## config.mk

```make
export PLATFORM = sky130hd
export DESIGN_NAME = mem_arbiter
export DESIGN_NICKNAME = d
export VERILOG_FILES = /design/src/rtl/mem_arbiter.sv
export SDC_FILE = /design/constraint.sdc
export NUM_CORES = 2
export LEC_CHECK = 0
export CORE_MARGIN = 1.5
export CORE_UTILIZATION = 25
export CTS_CLUSTER_SIZE = 20
export DETAILED_ROUTE_END_ITERATION = 7
export HOLD_SLACK_MARGIN = 0.06
export PLACE_DENSITY = 0.49
export SLEW_MARGIN = 0
export SYNTH_ARGS = -nofsm -noshare
export SYNTH_HDL_FRONTEND = slang
export SYNTH_SLANG_ARGS = --single-unit
```

## constraint.sdc

```tcl
create_clock -name clk -period 10.5 [get_ports clk]
set_input_delay 2.1 -clock clk [delete_from_list [all_inputs] [get_ports clk]]
set_output_delay 2.1 -clock clk [all_outputs]
set_load 0.02 [all_outputs]
```

## src/rtl/mem_arbiter.sv

```systemverilog
// Byte-serial RAM port owner: arbitrates LSB store/load and icache refill,
// sequences each grant as a burst of byte accesses and returns assembled data.
module mem_arbiter #(
    parameter int BLK_BYTES    = 64,
    parameter int STARVE_LIMIT = 4
) (
    input  logic                   clk,
    input  logic                   rst_in,
    input  logic                   rdy_in,
    input  logic                   io_buffer_full,
    input  logic [7:0]             mem_din,
    output logic                   mem_rw,
    output logic [7:0]             mem_dout,
    output logic [31:0]            mem_aout,
    input  logic                   st_req,
    input  logic                   ld_req,
    input  logic [1:0]             lsb_width,
    input  logic [31:0]            lsb_addr,
    input  logic [31:0]            lsb_wdata,
    output logic                   st_done,
    output logic                   ld_done,
    output logic [31:0]            ld_rdata,
    input  logic                   if_req,
    input  logic [31:0]            if_addr,
    output logic                   if_done,
    output logic [8*BLK_BYTES-1:0] if_rdata
);
    localparam int BW = 8 * BLK_BYTES;
    localparam int CW = $clog2(BLK_BYTES) + 2;
    localparam int SW = $clog2(STARVE_LIMIT + 1);

    typedef enum logic [1:0] {IDLE = 2'd0, RD = 2'd1, WR = 2'd2, DONE = 2'd3} state_t;
    typedef enum logic [1:0] {K_ST = 2'd0, K_LD = 2'd1, K_IF = 2'd2} kind_t;

    state_t          state_q, state_d;
    kind_t           kind_q, kind_d;
    logic [31:0]     base_q, base_d;
    logic [CW-1:0]   n_q, n_d;
    logic [CW-1:0]   cnt_q, cnt_d;
    logic [31:0]     wdata_q, wdata_d;
    logic            io_q, io_d;
    logic [SW-1:0]   starve_q, starve_d;
    logic [BW-1:0]   buf_q, buf_d;
    logic            mem_rw_q, mem_rw_d;
    logic [7:0]      mem_dout_q, mem_dout_d;
    logic [31:0]     mem_aout_q, mem_aout_d;
    logic            st_done_q, st_done_d;
    logic            ld_done_q, ld_done_d;
    logic            if_done_q, if_done_d;
    logic [31:0]     ld_rdata_q, ld_rdata_d;
    logic [BW-1:0]   if_rdata_q, if_rdata_d;

    logic            fetch_first;
    logic            lsb_grant;
    logic [CW-1:0]   lsb_n;
    logic [CW-1:0]   nxt;

    always_comb begin
        state_d     = state_q;
        kind_d      = kind_q;
        base_d      = base_q;
        n_d         = n_q;
        cnt_d       = cnt_q;
        wdata_d     = wdata_q;
        io_d        = io_q;
        buf_d       = buf_q;
        mem_rw_d    = mem_rw_q;
        mem_dout_d  = mem_dout_q;
        mem_aout_d  = mem_aout_q;
        st_done_d   = 1'b0;
        ld_done_d   = 1'b0;
        if_done_d   = 1'b0;
        ld_rdata_d  = ld_rdata_q;
        if_rdata_d  = if_rdata_q;
        starve_d    = if_req ? starve_q : '0;
        fetch_first = if_req && (starve_q == SW'(STARVE_LIMIT));
        lsb_grant   = 1'b0;
        nxt         = cnt_q + CW'(1);
        case (lsb_width)
            2'd0:    lsb_n = CW'(1);
            2'd1:    lsb_n = CW'(2);
            default: lsb_n = CW'(4);
        endcase

        case (state_q)
            IDLE: begin
                if (st_req && !fetch_first) begin
                    lsb_grant  = 1'b1;
                    kind_d     = K_ST;
                    base_d     = lsb_addr;
                    n_d        = lsb_n;
                    wdata_d    = lsb_wdata;
                    io_d       = (lsb_addr[17:16] == 2'b11);
                    cnt_d      = '0;
                    mem_rw_d   = 1'b1;
                    mem_aout_d = lsb_addr;
                    mem_dout_d = lsb_wdata[7:0];
                    state_d    = WR;
                end else if (ld_req && !fetch_first) begin
                    lsb_grant  = 1'b1;
                    kind_d     = K_LD;
                    base_d     = lsb_addr;
                    n_d        = lsb_n;
                    io_d       = 1'b0;
                    cnt_d      = '0;
                    buf_d      = '0;
                    mem_rw_d   = 1'b0;
                    mem_aout_d = lsb_addr;
                    state_d    = RD;
                end else if (if_req) begin
                    kind_d     = K_IF;
                    base_d     = if_addr;
                    n_d        = CW'(BLK_BYTES);
                    io_d       = 1'b0;
                    cnt_d      = '0;
                    buf_d      = '0;
                    mem_rw_d   = 1'b0;
                    mem_aout_d = if_addr;
                    starve_d   = '0;
                    state_d    = RD;
                end
                if (lsb_grant && if_req && (starve_q < SW'(STARVE_LIMIT)))
                    starve_d = starve_q + SW'(1);
            end
            RD: begin
                // mem_din carries the byte addressed one cycle earlier
                if (cnt_q != '0) begin
                    for (int k = 0; k < BLK_BYTES; k++)
                        if ((cnt_q - CW'(1)) == CW'(k))
                            buf_d[8*k +: 8] = mem_din;
                end
                if (nxt < n_q) mem_aout_d = base_q + 32'(nxt);
                else           mem_aout_d = '0;
                if (cnt_q == n_q) begin
                    state_d = DONE;
                    if (kind_q == K_LD) begin
                        ld_done_d  = 1'b1;
                        ld_rdata_d = buf_d[31:0];
                    end else begin
                        if_done_d  = 1'b1;
                        if_rdata_d = buf_d;
                    end
                end else begin
                    cnt_d = nxt;
                end
            end
            WR: begin
                if (!(io_q && io_buffer_full)) begin
                    if (nxt < n_q) begin
                        cnt_d      = nxt;
                        mem_aout_d = base_q + 32'(nxt);
                        mem_dout_d = 8'(wdata_q >> {nxt, 3'b000});
                    end else begin
                        mem_rw_d   = 1'b0;
                        mem_aout_d = '0;
                        mem_dout_d = '0;
                        st_done_d  = 1'b1;
                        state_d    = DONE;
                    end
                end
            end
            DONE: state_d = IDLE;
            default: state_d = IDLE;
        endcase
    end

    always_ff @(posedge clk) begin
        if (rst_in) begin
            state_q    <= IDLE;
            kind_q     <= K_ST;
            base_q     <= '0;
            n_q        <= '0;
            cnt_q      <= '0;
            wdata_q    <= '0;
            io_q       <= 1'b0;
            starve_q   <= '0;
            buf_q      <= '0;
            mem_rw_q   <= 1'b0;
            mem_dout_q <= '0;
            mem_aout_q <= '0;
            st_done_q  <= 1'b0;
            ld_done_q  <= 1'b0;
            if_done_q  <= 1'b0;
            ld_rdata_q <= '0;
            if_rdata_q <= '0;
        end else if (rdy_in) begin
            state_q    <= state_d;
            kind_q     <= kind_d;
            base_q     <= base_d;
            n_q        <= n_d;
            cnt_q      <= cnt_d;
            wdata_q    <= wdata_d;
            io_q       <= io_d;
            starve_q   <= starve_d;
            buf_q      <= buf_d;
            mem_rw_q   <= mem_rw_d;
            mem_dout_q <= mem_dout_d;
            mem_aout_q <= mem_aout_d;
            st_done_q  <= st_done_d;
            ld_done_q  <= ld_done_d;
            if_done_q  <= if_done_d;
            ld_rdata_q <= ld_rdata_d;
            if_rdata_q <= if_rdata_d;
        end
    end

    // A full UART buffer suppresses the write strobe in the same cycle
    assign mem_rw   = mem_rw_q && !((state_q == WR) && io_q && io_buffer_full);
    assign mem_dout = mem_dout_q;
    assign mem_aout = mem_aout_q;
    assign st_done  = st_done_q;
    assign ld_done  = ld_done_q;
    assign if_done  = if_done_q;
    assign ld_rdata = ld_rdata_q;
    assign if_rdata = if_rdata_q;
endmodule

```

# Word level (Yosys, flattened, before mapping)
# Index checks and enable logic that the tools add are counted.
op_classes:
  n_addsub: 4
  n_lt_le_gt_ge: 2
  eq_ne: 80
  n_shift: 1
  muxes: 125
  bitwise_logic: 1
  reduce_logical: 29
op_table:
  columns: ["operator", "count"]
  rows:
  - ["two-way mux 512 bit", 4]
  - ["case mux 512 bit (2 select lines)", 1]
  - ["two-way mux 8 bit", 76]
  - ["equality test 8 x 6 -> 1 bit (second input constant)", 32]
  - ["two-way mux 32 bit", 5]
  - ["equality test 8 x 5 -> 1 bit (second input constant)", 16]
  - ["case mux 32 bit (3 select lines)", 1]
  - ["equality test 8 x 4 -> 1 bit (second input constant)", 8]
  - ["adder 32 x 8 -> 32 bit", 1]
  - ["equality test 8 x 3 -> 1 bit (second input constant)", 4]
  - ["right shift 32 x 11 -> 8 bit", 1]
  - ["case mux 8 bit (3 select lines)", 1]
  - ["AND reduction 4 bit", 5]
  - ["two-way mux 1 bit", 18]
  - ["two-way mux 2 bit", 9]
  - ["two-way mux 3 bit", 6]
  - ["equality test 8 x 2 -> 1 bit (second input constant)", 2]
  - ["case mux 8 bit (2 select lines)", 1]
  - ["!= test 2 bit (second input constant)", 7]
  - ["AND reduction 5 bit", 2]
  - ["logical AND 1 bit", 9]
  - ["adder 8 x 1 -> 8 bit (second input constant)", 1]
  - ["equality test 8 x 1 -> 1 bit (second input constant)", 1]
  - ["equality test 8 bit", 1]
  - ["21 further kinds", 30]
totals:
  register_bits: 1188
  inputBits: 113
  out_inout_bits: 588

# Depth between registers and ports, before layout
depth:
  word_depth: 11
  mapped_depth: 14
  mapped_depth_nobuf: 12

# Worst setup path after synthesis
# No wires, ideal clock.
synth_path:
  path_kind: "input to output"
  from: "input io_buffer_full"
  to: "output mem_rw"
  t_arrival_ns: 2.425
  setup_slack_ns: 5.975
  path_stages: 2
  n_path_buf: 0
  cell_sequence: "nand3_1 -> and2_1"
synth_via:
  elab_chain_cells: 3
synth_lines:
  columns: ["item", "line_no", "source"]
  rows:
  - ["from (decl)", "10", "input logic io_buffer_full,"]
  - ["logical AND 1 bit", "208", "assign mem_rw = mem_rw_q && !((state_q == WR) && io_q && io_buffer_full);"]
  - ["zero test 1 bit", "208", null]
  - ["logical AND 1 bit", "208", null]
  - ["to (decl)", "12", "output logic mem_rw,"]
# No other way between the ends.

# Worst setup path in the final report
# Same ends and word-level chain as after synthesis.

==> results.py <==
metrics = {
    "status": {
        "outcome": "finished clean",
    },
    "cts": {
        "numCtsBuffers": 138,
        "cts_setup_buffers": 0,
        "cts_max_path_buffers": 3,
        "clk_latency_ps": 820,
        "h-tree-depth": 4,
        "cts_resized": 0,
        "clock_sinks": 1183,
        "cts.clk_slew.worst_paths_ps": 60,
        "cts.root.buffer_cell": "clkbuf_16",
        "cts_tree": "built",
        "hold_buffers": 0,
    },
    "placed_design": {
        "hpwl_um": 125400,
        "postPlaceCellArea_sq_um": 53330,
        "io_buffers": 700,
        "gp_routability_congestion": 0.7992,
    },
    "grt": {
        "antenna_found_initial": 3,
        "grt_max_degree": 253,
        "grt_remaining_overflow": 0,
        "grt_pass1_wl_um": 264000,
        "track_usage_pct": 20.04,
        "first_global_vias": 36450,
    },
    "finish": {
        "final_cell_mix": "dfxtp_1, clkdlybuf4s50_1, nor2_1, o21ai_0, a21oi_1",
        "final_common_cell": "dfxtp_1",
        "final_area_sq_um": 58120,
        "post-route-util_pct": 33.00,
        "syn_to_final_growth_pct": 31.31,
        "final_nets": 5326,
        "layout-drive-gt1-share_pct": 7.403,
    },
    "sta": {
        "rsz0062_at_grt": "false",
        "fin_setup_tns_ps": 0,
        "min_period_over_period_pct": 53.33,
        "min_period_ps": 5600,
        "fin_skew_ps": 72.58,
        "setup_viol": 0,
        "hold_viol": 0,
        "tightest_slew_ps": 1212,
        "slew_headroom_pct": 19.20,
        "fmax_ghz": 0.1786,
        "report.final.slew_viol_count": 0,
    },
    "die": {
        "dieHeight_um": 423.8,
        "io_pins": 701,
        "initial_utilization_pct": 25.13,
        "die_area_sq_um": 179600,
        "design.core.area_sq_um": 176100,
        "rows": 154,
        "die_w_um": 423.8,
    },
    "logic_synthesis": {
        "ys.flop_type": "dfxtp_1",
        "ys_types": 74,
        "yosysWarnings": 0,
        "seq_area_frac_synth_pct": 53.50,
        "syn-instance-count": 4679,
        "syn_area_per_cell_sq_um": 9.460,
        "synthesis.area_sq_um": 44260,
        "syn_nets": 4820,
        "synth_edf_count": 0,
        "async_flop_share_pct": 0,
        "ys_ff_latch": 1183,
    },
    "worst_setup_path": {
        "critPathMaxFanout": 3,
        "cp.arrival_ps": 3500,
        "critPathCaptureType": "output pin",
        "cp-start-kind": "input port",
        "worstPathRequired_ps": 8400,
        "criticalPathCategory": "in2out",
        "rrSetupSlack_ps": 6030,
    },
    "power": {
        "ir_drop_v": 0.0001689,
        "p_leak_nw": 21.77,
        "p_per_area_nw_per_um2": 196.8,
        "power_w": 0.01144,
    },
    "job": {
        "maxCapViolations": 0,
    },
    "hold_path": {
        "holdCritPathClass": "reg2reg",
    },
    "drt": {
        "drt-initial-drc-count": 2731,
        "wl_um": 187100,
        "drc": 0,
        "routedWlPerCell_um": 24.49,
        "vias": 37510,
        "vias_per_cell": 4.912,
        "dr.pass1.iters": 7,
        "ant_nets": 0,
    },
}
==> cell families after synthesis <==
kind of cell | count (synthesis) | synth area share, %
compound gates | 1681 | 24.85
mux | 255 | 5.995
xor+xnor | 33 | 0.6530
flops | 1183 | 53.50
buf+inv | 469 | 4.186
fa+ha+maj | 28 | 0.8084
simple gates | 1030 | 10.00
==> where the power goes <==
group | switching, W | internal, W | leakage [nW]
clock network | 0.00210 | 0.00297 | 2.32
registers | 0.000167 | 0.00469 | 9.57
logic | 0.000972 | 0.000541 | 9.88
==> registers in the layout, summed over array words and instances (netlist names) <==
name      count
ld_done       1
st_done       1
ld_rdata     32
if_rdata    512
buf_q       512
if_done       1
n_q           4
kind_q        1
cnt_q         8
wdata_q      32
io_q          1
state_q       2
mem_dout      8
mem_rw_q      1
base_q       32
starve_q      3
mem_aout     32
==> synthesized netlist by cell type, types with 27 or more instances <==
| master | n | area (sq um) |
|---|---|---|
| mux2i_1 | 246 | 2462 |
| o21ai_0 | 569 | 2848 |
| dfxtp_1 | 1183 | 23680 |
| nand3_1 | 36 | 180.2 |
| a22o_1 | 245 | 2146 |
| nand2_1 | 158 | 593.1 |
| o32ai_1 | 35 | 306.5 |
| a21oi_1 | 341 | 1707 |
| xnor2_1 | 27 | 236.5 |
| nor2_1 | 605 | 2271 |
| ha_1 | 27 | 337.8 |
| buf_2 | 61 | 305.3 |
| nor3_1 | 99 | 495.5 |
| inv_1 | 68 | 255.2 |
| clkbuf_1 | 322 | 1209 |
| o2bb2ai_1 | 231 | 2023 |
| a211oi_1 | 120 | 900.9 |
==> cell type report <==
| type | count | area (sq um) |
|---|---|---|
| fillers | 18250 | 118000 |
| flip-flops and latches | 1183 | 23680 |
| multi-input cells | 3027 | 18940 |
| repair buffers | 765 | 7510 |
| clock buffers | 191 | 3914 |
| well taps | 2340 | 2928 |
| clock inverters | 59 | 867.1 |
| inverters | 70 | 270.3 |
| diodes | 2 | 5.005 |
==> final timing paths <==
path	start	endpoint	cells after the start
setup / recovery	io_buffer_full	mem_rw	4
hold / removal	buf_q[272]	if_rdata[272]	2
setup reg to reg	cnt_q[1]	if_rdata[2]	9
hold reg to reg	buf_q[272]	if_rdata[272]	2
==> through the flow <==
stage,hold WS (ps),setup slack [ps],cells
2_1_floorplan,429.5,5975,4679
3_3_place_gp,439.3,4705,7385
3_5_place_dp,444.5,4620,7385
4_1_cts,451.8,4908,7635
5_1_grt,471.4,4845,7635
6_report,436.8,4901,7637
==> critical path: stages <==
cell	delay (ps)
clkdlybuf4s50_1	490
nand3_1	140
and2_1	210
clkdlybuf4s50_1	560
==> routing by layer <==
metal  part of all wire [%]  wire length (um)  vias to the layer above  global-route usage (%)
met5                      0                 0                        -                       0
met2                     49             92290                     1059                   34.85
li1                       -                 -                    17950                       -
met3                    4.9              9075                      282                   3.606
met4                    4.3              8107                        0                   8.638
met1                     41             77580                    18220                   24.06
Note: power is estimated with default switching activity, not from simulation.
